`src/rtl/stream_fifo.sv`:
```
// stream_fifo: first-word fall-through FIFO for the ctrl/data stream bundle,
// reporting occupancy and the number of complete frames held.
module stream_fifo #(
  parameter int DEPTH     = 8,
  parameter int CTRL_BITS = 8,
  parameter int DATA_BITS = 32
) (
  input  logic                         clk,
  input  logic                         rst_n,
  input  logic [CTRL_BITS-1:0]         s__ctrl,
  input  logic [DATA_BITS-1:0]         s__data,
  input  logic                         s__valid,
  output logic                         s__ready,
  output logic [CTRL_BITS-1:0]         t__ctrl,
  output logic [DATA_BITS-1:0]         t__data,
  output logic                         t__valid,
  input  logic                         t__ready,
  output logic [$clog2(DEPTH+1)-1:0]   count,
  output logic [$clog2(DEPTH+1)-1:0]   frames,
  output logic                         full,
  output logic                         empty
);
  localparam int AW = $clog2(DEPTH);
  localparam int CW = $clog2(DEPTH+1);
  localparam int W  = CTRL_BITS + DATA_BITS;
  logic [W-1:0]  mem [DEPTH];
  logic [W-1:0]  head;
  logic [AW-1:0] wr_ptr, rd_ptr;
  logic [CW-1:0] count_nx;
  logic          push, pop;
  assign push     = s__valid && s__ready;
  assign pop      = t__valid && t__ready;
  assign empty    = count == '0;
  assign full     = count == CW'(DEPTH);
  assign t__valid = !empty;
  assign count_nx = count + CW'(push) - CW'(pop);
  assign head     = mem[rd_ptr];
  // Masking with t__valid keeps the unreset storage from ever reaching the outputs.
  assign {t__ctrl, t__data} = t__valid ? head : '0;
  always_ff @(posedge clk or negedge rst_n) begin
    if (!rst_n) begin
      wr_ptr   <= '0;
      rd_ptr   <= '0;
      count    <= '0;
      frames   <= '0;
      s__ready <= 1'b0;
    end else begin
      if (push) wr_ptr <= wr_ptr + 1'b1;
      if (pop) rd_ptr <= rd_ptr + 1'b1;
      count    <= count_nx;
      frames   <= frames + CW'(push && s__ctrl[0]) - CW'(pop && head[DATA_BITS]);
      s__ready <= count_nx != CW'(DEPTH);
    end
  end
  always_ff @(posedge clk) begin
    if (push) mem[wr_ptr] <= {s__ctrl, s__data};
  end
endmodule

```
`config.mk`:
```
export PLATFORM = sky130hd
export DESIGN_NAME = stream_fifo
export DESIGN_NICKNAME = d
export VERILOG_FILES = /design/src/rtl/stream_fifo.sv
export SDC_FILE = /design/constraint.sdc
export NUM_CORES = 1
export LEC_CHECK = 0
export CAP_MARGIN = 20
export CELL_PAD_IN_SITES_DETAIL_PLACEMENT = 1
export CELL_PAD_IN_SITES_GLOBAL_PLACEMENT = 2
export CORE_MARGIN = 4
export CORE_UTILIZATION = 30
export DETAILED_ROUTE_END_ITERATION = 10
export PLACE_DENSITY = 0.66
export SKIP_CTS_REPAIR_TIMING = 1
export SKIP_LAST_GASP = 1
export SLEW_MARGIN = 15
export SYNTH_ARGS = -nofsm -noshare
export SYNTH_HDL_FRONTEND = slang
export SYNTH_SLANG_ARGS = --single-unit
```
`constraint.sdc`:
```
create_clock -name clk -period 3.76 [get_ports clk]
set_input_delay 0.752 -clock clk [delete_from_list [all_inputs] [get_ports clk]]
set_output_delay 0.752 -clock clk [all_outputs]
set_load 0.05 [all_outputs]
```
==> results.json <==
{
  "status": "finished, final reports clean",
  "setup_tns_ns": 0,
  "internal-power_w": 0.008883,
  "synth_xor_xnor_area_share_pct": 0.5465,
  "hold_class": "flip-flop to flip-flop",
  "yosys.area.top_type_share_pct": 74.95,
  "synth_cells": 559,
  "fin_skew_ns": 0.01651,
  "worstSkewPairLatency_ns": 0.51,
  "nFillCells": 3992,
  "grt_pass1_wl_microns": 43380,
  "rsz0062_at_grt": "no",
  "core_area_sq_um": 42130,
  "setup_viol": 0,
  "ys_ff_latch": 335,
  "port_buffers": 95,
  "drt-pass1-iter-count": 7,
  "routed_via_density": 4.773,
  "crit_start": "rd_ptr[0]",
  "synth_top_family_by_area": "multiplexers",
  "grt_pass1_vias": 6733,
  "placed_cells": 1182,
  "worst_ep_required_time_ns": 3.01,
  "power.net_switching_w": 0.005130,
  "synth_seq_area_share_pct": 77.88,
  "pin_count": 96,
  "antenna_found_initial": 4,
  "multiInputGateArea_sq_um": 2713,
  "drt-wirelength-per-cell_microns": 22.82,
  "p_per_area_nw_per_um2": 890.4,
  "synth_area_per_cell_sq_um": 22.94,
  "setup_slack_ns": 0.1621,
  "synth_adder_area_share_pct": 1.483,
  "cap_violations": 0,
  "slew_headroom_pct": 47.39,
  "synth_fp_nets": 617,
  "worstMarginPinSlew_ns": 0.7866,
  "die_area_sq_um": 46110,
  "finalCritPeriodShare_pct": 95.69,
  "remaining_drc_errors": 0,
  "crit_buf_inv": 1,
  "period_needed_ns": 3.598,
  "pwr-share-clk_pct": 25.1,
  "yosysTopAreaCell": "edfxtp_1",
  "ant_nets": 0,
  "cpPeakStageDelay_ns": 0.88,
  "slew_violations": 0,
  "final_layout_size_suffix_gt1_share_pct": 28.07,
  "synth_edf_count": 320,
  "cts_tree": "built",
  "clk_path_buf_depth": 3,
  "synthTopCellsByArea": "edfxtp_1, mux4_2, dfrtp_1",
  "critical_path_class": "flip-flop to output pin",
  "gp_congestion": 0.7206,
  "whs_ns": 0.5069,
  "yosysUniqueCellTypes": 32,
  "htree_levels": 2,
  "path_clk_slew_ns": 0.05,
  "crit_fanout": 27,
  "grt_use_total_pct": 12.34,
  "drt_iter0_markers": 405,
  "vdd_drop_max_mv": 0.5014,
  "grt_max_degree": 48,
  "seq_power_share_pct": 35.5,
  "yosys_warnings": 0,
  "async_flop_share_pct": 4.478,
  "final_cell_mix": "edfxtp_1, mux4_2, clkdlybuf4s50_1",
  "cts_made_buffers": 36,
  "critPathTopFamily": "buffers and inverters",
  "syn_area_sq_um": 12820,
  "clockRootBuffer": "clkbuf_16",
  "synthMuxAreaShare_pct": 14.29,
  "synth_ff_type": "edfxtp_1",
  "overflow": 0,
  "p_leak_nw": 5.195,
  "clock-sinks": 335,
  "hold_start": "frames[0]",
  "die_h_microns": 214.7,
  "synth_compound_area_share_pct": 2.976,
  "hpwl_microns": 16190,
  "layout.nets": 739,
  "syn_to_final_growth_pct": 22.76,
  "regToRegStartpoint": "count[2]",
  "synthSimpleGateAreaFrac_pct": 1.278,
  "combPwrFrac_pct": 39.5,
  "final_common_cell": "edfxtp_1",
  "critPathSlowestCell": "clkdlybuf4s50_1",
  "vias": 5961,
  "cp.arrival_ns": 2.85,
  "rows": 75,
  "cp_cell_sequence": "nor2b_1, a22o_1, nor3_1, clkdlybuf4s50_1",
  "stdcell_count": 1249,
  "regArea_sq_um": 9992,
  "swShare_pct": 36.61,
  "start_util_pct": 30.43,
  "wl_microns": 28510,
  "worst_setup_path_end_kind": "output pin",
  "hold_violations": 0,
  "cp-start-kind": "flip-flop",
  "die_width_microns": 214.7,
  "max_freq_mhz": 277.9,
  "dp_slack_ns": 0.5591
}
metal layers:
metal / vias up / track usage (%) / routed length (microns)
met3: 37 / 3.136 / 1480
met5: - / 0 / 34
li1: 2606 / - / -
met2: 133 / 20.72 / 14070
met4: 6 / 2.399 / 429
met1: 3179 / 16.48 / 12500
metrics by stage:
step | total power [W] | instance area, sq um | util [%]
floorplan | 0.008874 | 12830 | -
global placement | 0.01057 | 14530 | 34.48
detailed placement | 0.01073 | 14530 | 34.48
CTS | 0.01431 | 15720 | 37.32
global route | 0.01470 | 15740 | 37.35
finish | 0.01401 | 15740 | 37.35
registers in the layout (all words and copies together) (netlist names):
signal	count
s__ready	1
wr_ptr	3
mem	320
count	4
rd_ptr	3
frames	4
Yosys cell counts, types with 2 or more instances:
library cell,n
mux2i_1,3
a21oi_1,2
mux4_2,78
ha_1,12
nand2b_1,3
edfxtp_1,320
mux2_2,4
buf_2,9
buf_1,2
buf_4,2
buf_6,4
dfrtp_1,15
fa_1,2
nor2_1,8
nand3_1,4
nor3_1,4
a21o_1,2
a22o_1,40
xnor2_1,6
nand2_1,6
clkbuf_1,10
xor2_1,2
inv_1,12
power by group through the flow:
stage               combinational, W  sequential [W]  clock, W
floorplan                    0.00386         0.00501         0
CTS                          0.00569         0.00499   0.00363
detailed placement           0.00566         0.00506         0
global route                 0.00587         0.00504   0.00380
global placement             0.00557         0.00501         0
finish                       0.00553         0.00497   0.00351
logic make-up (layout without fill, tap and decap cells):
group	Yosys count	after routing
other	0	1
flip-flops	335	335
adder cells (fa/ha/maj)	14	14
AO/OA/AOI/OAI	45	45
buffers and inverters	40	190
AND/OR/NAND/NOR	32	32
XOR/XNOR	8	8
multiplexers	85	85
final timing paths:
kind	to	slack (ns)	cells past startpoint
setup / recovery	t__ctrl[0]	0.16	4
hold / removal	frames[0]	0.51	1
setup reg to reg	s__ready	0.69	12
hold reg to reg	frames[0]	0.51	1
max in group asynchronous	rd_ptr[1]	2.47	1
min in group asynchronous	wr_ptr[0]	0.70	1
cell type report:
cell class / count / share of cell area, %
clock buffers: 48 / 6.272
multi-input cells: 184 / 17.24
flip-flops and latches: 335 / 63.49
diodes: 1 / 0.01590
inverters: 13 / 0.3100
repair buffers: 111 / 7.059
clock inverters: 18 / 1.336
well taps: 539 / 4.285
(Power assumes the default switching activity.)
